===== config.mk =====
export PLATFORM = sky130hd
export DESIGN_NAME = pll_reset_sequencer
export DESIGN_NICKNAME = d
export VERILOG_FILES = /design/src/rtl/pll_seq_pkg.sv /design/src/rtl/sync_2ff.sv /design/src/rtl/pll_reset_sequencer.sv
export SDC_FILE = /design/constraint.sdc
export NUM_CORES = 1
export LEC_CHECK = 0
export ABC_AREA = 0
export ABC_CLOCK_PERIOD_IN_PS = 3500
export BUFFER_PORTS_ARGS = -buffer_cell sky130_fd_sc_hd__clkbuf_2
export CORE_MARGIN = 2
export CORE_UTILIZATION = 30
export DETAILED_ROUTE_END_ITERATION = 8
export GPL_TIMING_DRIVEN = 0
export HOLD_SLACK_MARGIN = 0.03
export PLACE_DENSITY_LB_ADDON = 0.15
export REMOVE_ABC_BUFFERS = 1
export SLEW_MARGIN = 30
export SYNTH_ARGS = -nofsm -noshare
export SYNTH_HDL_FRONTEND = slang
export SYNTH_SLANG_ARGS = --single-unit

===== constraint.sdc =====
create_clock -name init_clk -period 3.5 [get_ports init_clk]
set_clock_uncertainty 0.15 [all_clocks]
set_input_delay 0.35 -clock init_clk [delete_from_list [all_inputs] [get_ports init_clk]]
set_output_delay 0.35 -clock init_clk [all_outputs]
set_load 0.05 [all_outputs]

===== src/rtl/pll_seq_pkg.sv =====
// Shared definitions for the PLL reset sequencer.
//   seq_state_e : sequencer FSM states
//   Def*        : default values for the top-level parameters
//   cnt_width() : width of the shared cycle counter
package pll_seq_pkg;

    typedef enum logic [2:0] {
        PLL_RST,
        WAIT_LOCK,
        STABLE,
        RELEASE,
        RUN,
        FAIL
    } seq_state_e;

    localparam int unsigned DefLockStable = 1024;
    localparam int unsigned DefLockTimeout = 500000;
    localparam int unsigned DefRstPulse = 100;
    localparam int unsigned DefNRst = 3;
    localparam int unsigned DefReleaseGap = 16;
    localparam int unsigned DefMaxRetry = 7;

    // Counter must hold (limit - 1) for every limit passed in; never narrower than 1 bit.
    function automatic int unsigned cnt_width(input int unsigned a, input int unsigned b,
                                              input int unsigned c, input int unsigned d);
        int unsigned m;
        m = a;
        if (b > m) m = b;
        if (c > m) m = c;
        if (d > m) m = d;
        return (m < 2) ? 1 : $clog2(m);
    endfunction

endpackage


===== src/rtl/sync_2ff.sv =====
// Two-flop synchronizer with asynchronous active-high reset to 0.
//   clk : destination clock
//   rst : asynchronous active-high reset
//   d   : asynchronous input
//   q   : synchronized output (2 cycles latency)
module sync_2ff #(
    parameter int unsigned Width = 1
) (
    input  logic             clk,
    input  logic             rst,
    input  logic [Width-1:0] d,
    output logic [Width-1:0] q
);

    logic [Width-1:0] meta_q;
    logic [Width-1:0] sync_q;

    always_ff @(posedge clk or posedge rst) begin
        if (rst) begin
            meta_q <= '0;
            sync_q <= '0;
        end else begin
            meta_q <= d;
            sync_q <= meta_q;
        end
    end

    assign q = sync_q;

endmodule


===== src/rtl/pll_reset_sequencer.sv =====
// PLL bring-up and staggered reset-release sequencer on the free-running init clock.
// Pulses the PLL reset, waits for a debounced lock, then releases the downstream stage
// resets one at a time. Retries the PLL on lock timeout, gives up after MAX_RETRY retries,
// and re-asserts all stage resets on lock loss.
//   init_clk        : free-running clock
//   reset           : asynchronous active-high reset
//   pll_lock        : raw PLL lock (asynchronous)
//   pll_rst_req     : PLL reset request
//   rst_out         : per-stage active-high resets, bit 0 releases first
//   ready           : all stage resets released and lock held
//   fail            : sticky, retries exhausted
//   retry_count     : PLL retries since the last successful RUN
//   lock_loss_count : lock drops after release, saturating at 255
module pll_reset_sequencer
    import pll_seq_pkg::*;
#(
    parameter int unsigned LOCK_STABLE  = DefLockStable,
    parameter int unsigned LOCK_TIMEOUT = DefLockTimeout,
    parameter int unsigned RST_PULSE    = DefRstPulse,
    parameter int unsigned N_RST        = DefNRst,
    parameter int unsigned RELEASE_GAP  = DefReleaseGap,
    parameter int unsigned MAX_RETRY    = DefMaxRetry
) (
    input  logic             init_clk,
    input  logic             reset,
    input  logic             pll_lock,
    output logic             pll_rst_req,
    output logic [N_RST-1:0] rst_out,
    output logic             ready,
    output logic             fail,
    output logic [2:0]       retry_count,
    output logic [7:0]       lock_loss_count
);

    // RELEASE counts one past the last release step before moving to RUN.
    localparam int unsigned CntW =
        cnt_width(LOCK_STABLE, LOCK_TIMEOUT, RST_PULSE, (N_RST - 1) * RELEASE_GAP + 2);

    typedef logic [CntW-1:0] cnt_t;

    localparam cnt_t PulseLast   = cnt_t'(RST_PULSE - 1);
    localparam cnt_t TimeoutLast = cnt_t'(LOCK_TIMEOUT - 1);
    localparam cnt_t StableLast  = cnt_t'(LOCK_STABLE - 1);
    localparam logic [2:0] MaxRetry = 3'(MAX_RETRY);

    logic lock_s;

    sync_2ff #(
        .Width(1)
    ) u_lock_sync (
        .clk(init_clk),
        .rst(reset),
        .d  (pll_lock),
        .q  (lock_s)
    );

    seq_state_e       state_q, state_d;
    cnt_t             cnt_q, cnt_d;
    logic             req_q, req_d;
    logic [N_RST-1:0] rst_q, rst_d;
    logic             ready_q, ready_d;
    logic             fail_q, fail_d;
    logic [2:0]       retry_q, retry_d;
    logic [7:0]       loss_q, loss_d;

    always_comb begin
        state_d = state_q;
        cnt_d   = cnt_q + cnt_t'(1);
        rst_d   = rst_q;
        retry_d = retry_q;
        loss_d  = loss_q;

        unique case (state_q)
            PLL_RST: begin
                if (cnt_q == PulseLast) begin
                    state_d = WAIT_LOCK;
                    cnt_d   = '0;
                end
            end
            WAIT_LOCK: begin
                // Lock wins over a coincident timeout.
                if (lock_s) begin
                    state_d = STABLE;
                    cnt_d   = '0;
                end else if (cnt_q == TimeoutLast) begin
                    cnt_d = '0;
                    if (retry_q == MaxRetry) begin
                        state_d = FAIL;
                    end else begin
                        state_d = PLL_RST;
                        retry_d = retry_q + 3'd1;
                    end
                end
            end
            STABLE: begin
                if (!lock_s) begin
                    state_d = WAIT_LOCK;
                    cnt_d   = '0;
                end else if (cnt_q == StableLast) begin
                    state_d = RELEASE;
                    cnt_d   = '0;
                end
            end
            RELEASE, RUN: begin
                if (!lock_s) begin
                    // The PLL recovers by itself; only the stage resets are re-applied.
                    state_d = WAIT_LOCK;
                    cnt_d   = '0;
                    rst_d   = '1;
                    if (loss_q != 8'hFF) loss_d = loss_q + 8'd1;
                end else if (state_q == RELEASE) begin
                    for (int unsigned i = 0; i < N_RST; i++) begin
                        if (cnt_q == cnt_t'(i * RELEASE_GAP)) rst_d[i] = 1'b0;
                    end
                    // Last stage was released on the previous edge.
                    if (rst_q == '0) begin
                        state_d = RUN;
                        retry_d = '0;
                    end
                end else begin
                    cnt_d = cnt_q;
                end
            end
            FAIL: begin
                cnt_d = cnt_q;
                rst_d = '1;
            end
            default: begin
                state_d = PLL_RST;
                cnt_d   = '0;
                rst_d   = '1;
            end
        endcase

        req_d   = (state_d == PLL_RST);
        ready_d = (state_d == RUN);
        fail_d  = (state_d == FAIL);
    end

    always_ff @(posedge init_clk or posedge reset) begin
        if (reset) begin
            state_q <= PLL_RST;
            cnt_q   <= '0;
            req_q   <= 1'b1;
            rst_q   <= '1;
            ready_q <= 1'b0;
            fail_q  <= 1'b0;
            retry_q <= '0;
            loss_q  <= '0;
        end else begin
            state_q <= state_d;
            cnt_q   <= cnt_d;
            req_q   <= req_d;
            rst_q   <= rst_d;
            ready_q <= ready_d;
            fail_q  <= fail_d;
            retry_q <= retry_d;
            loss_q  <= loss_d;
        end
    end

    assign pll_rst_req     = req_q;
    assign rst_out         = rst_q;
    assign ready           = ready_q;
    assign fail            = fail_q;
    assign retry_count     = retry_q;
    assign lock_loss_count = loss_q;

endmodule


======== Word-level counts from Yosys, hierarchy flattened ========
Cells that the tools add are included.
word-level totals
  register bits ........................... 41
  bits of input ports ..................... 3
  output and inout bits ................... 17
  logic and storage cells ................. 86
operators by class
  add/subtract/negate cells ............... 3
  equality and inequality tests ........... 24
  muxes and demuxes ....................... 31
  bitwise gates (word level) .............. 3
  reductions and logical operators ........ 13
operators with widths
  cell                                                                      number
  19-bit 2-to-1 mux                                                         7
  19-bit case mux with 5 select lines                                       1
  3-bit 2-to-1 mux                                                          17
  19-bit by 1-bit adder with 19-bit output (second input constant)          1
  19-bit by 10-bit equality test with 1-bit output (second input constant)  1
  19-bit equality test (second input constant)                              1
  19-bit by 5-bit equality test with 1-bit output (second input constant)   1
  19-bit by 6-bit equality test with 1-bit output (second input constant)   1
  19-bit by 7-bit equality test with 1-bit output (second input constant)   1
  19-bit logical NOT                                                        1
  3-bit equality test (second input constant)                               5
  3-bit case mux with 5 select lines                                        1
  3-bit inequality test (second input constant)                             4
  3-bit case mux with 2 select lines                                        2
  3-bit AND reduction                                                       4
  2-bit inequality test (second input constant)                             5
  3-bit logical NOT                                                         3
  8-bit by 1-bit adder with 8-bit output (second input constant)            1
  8-bit inequality test (second input constant)                             1
  7-bit AND reduction                                                       1
  3-bit by 2-bit equality test with 1-bit output (second input constant)    2
  3-bit by 1-bit adder with 3-bit output (second input constant)            1
  3-bit by 1-bit equality test with 1-bit output (second input constant)    1
  1-bit 2-to-1 mux                                                          3
  other kinds (6)                                                           8

======== Longest topological paths before layout ========
  depth after elaboration ................. 6
  depth in mapped cells ................... 7
  depth with buffers taken out ............ 6

======== By module ========
A second synthesis with hierarchy kept.
unflattened totals
  cell total of the unflattened synthesis .. 231
  area total of the unflattened synthesis .. 2,217.1 um2
by module, submodules not included
  module               instances  cells each  area an instance (um2)  sequential area each (um2)
  pll_reset_sequencer  1          228         2,163.3                 980.9
  sync_2ff             1          3           53.8                    50.0

======== Least setup slack after synthesis ========
OpenSTA, ideal clock, no wires.
  path kind ............................... register to register
  start point ............................. register cnt_q[0]
  end point ............................... register cnt_q[5]
  library setup time ...................... 0.133 ns
  arrival ................................. 2.065 ns
  required time ........................... 3.217 ns
  path slack .............................. 1.152 ns
  stages on the path, launching flop included .. 8
  path buffers ............................ 1
  clock period less this slack ............ 2.348 ns
  path through ............................ dfrtp_1 > ha_1 > or4bb_2 > nor3_1 > a21oi_2 > nor4_4 > buf_6 > o32ai_2
between the ends
  word-level cells in the longest chain between the ends .. 4
  elaborated cells between the ends (all ways) .. 12
  classes of those cells .................. add/sub (1); eq/ne (3); mux (8)
RTL lines
  element                                                                 line                                                                              source
  from (decl)                                                             pll_reset_sequencer.sv:58                                                         cnt_t cnt_q, cnt_d;
  from (signal assigned)                                                  pll_reset_sequencer.sv:152                                                        cnt_q <= cnt_d;
  19-bit by 1-bit adder with 19-bit output, or another cell as far along  pll_reset_sequencer.sv:68                                                         cnt_d = cnt_q + cnt_t'(1);
  19-bit 2-to-1 mux (on tied branches)                                    pll_reset_sequencer.sv:111, pll_reset_sequencer.sv:85, pll_reset_sequencer.sv:99
  19-bit 2-to-1 mux (on tied branches)                                    pll_reset_sequencer.sv:105, pll_reset_sequencer.sv:82, pll_reset_sequencer.sv:96
  19-bit case mux with 5 select lines (*)                                 pll_reset_sequencer.sv:73                                                         unique case (state_q)
Mark *: on every way between the ends. The rest lies on a longest branch, timed or not. The select of a mux whose other input is x is not followed.
A chain may end at the register's enable or synchronous reset.

======== Final worst setup path ========
  start point ............................. register cnt_q[0]
  end point ............................... register cnt_q[2]
Same word-level chain as after synthesis.

==> impl_metrics.json <==
{
  "status": "completed",
  "start_util": 0.312,
  "syn_area_sq_um": 2290,
  "hp-class": "flip-flop to flip-flop",
  "design_area_sq_um": 2610,
  "worst_slew_pin_slew_ns": 0.783,
  "drc": 0,
  "synthFlopType": "dfrtp_1",
  "ir_worst_vdd_v": 0.000213,
  "cp-start-kind": "flip-flop",
  "ys_seq_area_frac": 0.451,
  "synth-async-reset-ratio": 1.00,
  "powerDensity_nw_per_um2": 339,
  "clkTransAtPathRegs_ns": 0.09,
  "dieWidth_um": 91.3,
  "max_slew_margin": 0.474,
  "setup_violations": 0,
  "grt.overflow.total": 0,
  "final_common_cell": "dfrtp_1",
  "drtIter0Drc": 76,
  "wl_per_cell_um": 14.3,
  "antenna_found_initial": 0,
  "whs_path_depth": 0,
  "endpoint": "cnt_q[2]",
  "root_buffer": "clkbuf_8",
  "crit_path_end_kind": "flip-flop",
  "area_growth_pct": 14.2,
  "combPwrFrac": 0.020,
  "coreArea_sq_um": 7330,
  "grt_max_degree": 25,
  "path_class": "flip-flop to flip-flop",
  "cts_hold_buf": 2,
  "r2r-end": "cnt_q[2]",
  "maxCapViolCount": 0,
  "cts_tree": "yes",
  "cts.sinks": 41,
  "power_leakage_nw": 1.14,
  "worstPathArrival_ns": 2.93,
  "diodes": 0,
  "wirelength_um": 5000,
  "via_per_inst": 4.97,
  "p_int_uw": 693,
  "ys_ff_latch": 41,
  "fmaxAchievable_mhz": 340,
  "antenna_left": 0,
  "stdcell_count": 349,
  "ctsResizeCount": 0,
  "grt_usage": 0.127,
  "fin_crit_sh": 0.841,
  "cts_htree_levels": 2,
  "p_clk_frac": 0.442,
  "seq_power_share": 0.539,
  "nNetsFinal": 257,
  "dp.cells": 339,
  "power_switching_uw": 192,
  "r2r-start": "cnt_q[0]",
  "rsz0062_at_grt": "no",
  "clk_latency_ns": 0.30,
  "synth_warnings": 0,
  "cp_max_fo": 13,
  "cts_buffers": 5,
  "synth_edf_count": 0,
  "gp_congestion": 0.803,
  "ys_types": 57,
  "synth_area_per_cell_sq_um": 10.1,
  "worstSetupStartpoint": "cnt_q[0]",
  "period_minus_slack_ns": 2.94,
  "rows": 31,
  "placedInstanceArea_sq_um": 2480,
  "fin_setup_tns_ns": 0,
  "mostFrequentLayoutCells": "37 x dfrtp_1, 21 x nand2_1, 19 x clkbuf_2, 18 x nor2_1, 15 x o21ai_0",
  "hold_viol": 0,
  "syn-instance-count": 227,
  "grt_pass1_wl_um": 8480,
  "drive_above_1_share": 0.228,
  "r2r_cells": 6,
  "regToRegSetupSlack_ns": 0.56,
  "port_buffers": 19,
  "post_cts_buffers": 0,
  "grt_pass1_vias": 1708,
  "maxSlewViolCount": 0,
  "swShare": 0.217,
  "die_area_sq_um": 8340,
  "required_ns": 3.49,
  "top_level_ports": 20,
  "first_pass_iters": 4,
  "clk_path_buf_depth": 2,
  "die_h_um": 91.3,
  "vias": 1733,
  "hpwl_um": 3600
}
## state kept, by name, indices dropped and copies added (netlist names)
name / flops
cnt_q: 19
fail: 1
lock_loss_count: 8
pll_rst_req: 1
ready: 1
retry_count: 3
rst_out: 3
state_q: 3
u_lock_sync.meta_q: 1
u_lock_sync.q: 1
## how the worst min path moves through the flow
stage	start	endpoint	slack (ns)
floorplan	u_lock_sync.meta_q	u_lock_sync.q	0.18
global placement	u_lock_sync.meta_q	u_lock_sync.q	0.19
detailed placement	u_lock_sync.meta_q	u_lock_sync.q	0.18
CTS	u_lock_sync.meta_q	u_lock_sync.q	0.21
global route	u_lock_sync.meta_q	u_lock_sync.q	0.23
finish	u_lock_sync.meta_q	u_lock_sync.q	0.21
## power by group through the flow
stage          Clock [mW]  Combinational (mW)  Sequential (mW)
3_3_place_gp            0              0.0140            0.486
3_5_place_dp            0              0.0170            0.486
4_1_cts             0.405              0.0186            0.477
6_report            0.391              0.0175            0.477
2_1_floorplan           0             0.00893            0.485
5_1_grt             0.421              0.0204            0.477
## through the flow
step | hold WS, ns | utilization | setup WS [ns] | power [mW]
5_1_grt | 0.231 | 0.357 | 0.351 | 0.919
6_report | 0.205 | 0.357 | 0.556 | 0.886
3_5_place_dp | 0.185 | 0.338 | 0.523 | 0.503
3_3_place_gp | 0.189 | 0.335 | 0.524 | 0.500
2_1_floorplan | 0.181 | - | 1.00 | 0.494
4_1_cts | 0.206 | 0.357 | 0.513 | 0.901
## worst max-delay path, stage by stage, from the launching register on
cell     delay, ns
dfrtp_1       0.42
ha_1          0.30
or4bb_2       0.65
nor3_1        0.23
a21oi_2       0.16
nor4_4        0.69
o32ai_1       0.19
## synthesized netlist by cell type, types with 3 or more instances
cell,n,area share
a21oi_1,3,0.0066
and3_1,8,0.022
buf_6,3,0.015
clkbuf_1,4,0.0066
dfrtp_1,37,0.40
dfstp_2,4,0.046
ha_1,5,0.027
inv_1,9,0.015
nand2_1,21,0.034
nand2b_1,3,0.0082
nand3_1,8,0.017
nand4_1,9,0.025
nor2_1,18,0.030
nor3_1,7,0.015
nor4_1,3,0.0082
o21ai_0,15,0.033
xnor2_1,13,0.050
xor2_1,7,0.027
## layer usage
| layer | routed length (um) | global-route usage | part of all wire |
|---|---|---|---|
| met5 | 0 | 0 | 0 |
| met1 | 2590 | 0.174 | 0.52 |
| met2 | 2230 | 0.198 | 0.45 |
| met4 | 64 | 0.0442 | 0.013 |
| met3 | 107 | 0.0290 | 0.021 |
## cell type report
cell class	count	area, sq um
Inverter	9	33.8
Clock inverter	3	46.3
Tap cell	99	124
Multi-Input combinational cell	170	1170
Fill cell	754	4720
Clock buffer	5	68.8
Timing Repair Buffer	22	135
Sequential cell	41	1030
## logic make-up (layout without fill, tap and decap cells)
| logic type | Yosys count | count (layout) | share of synthesized area |
|---|---|---|---|
| DFF | 41 | 41 | 0.451 |
| AOI/OAI and AO/OA | 39 | 39 | 0.129 |
| muxes | 2 | 2 | 0.00984 |
| xor gates and xnor gates | 20 | 20 | 0.0765 |
| and+or+nand+nor | 104 | 104 | 0.271 |
| adders and majority gates | 5 | 5 | 0.0273 |
| buffers and inverters | 16 | 39 | 0.0361 |
(Power assumes the default switching activity.)
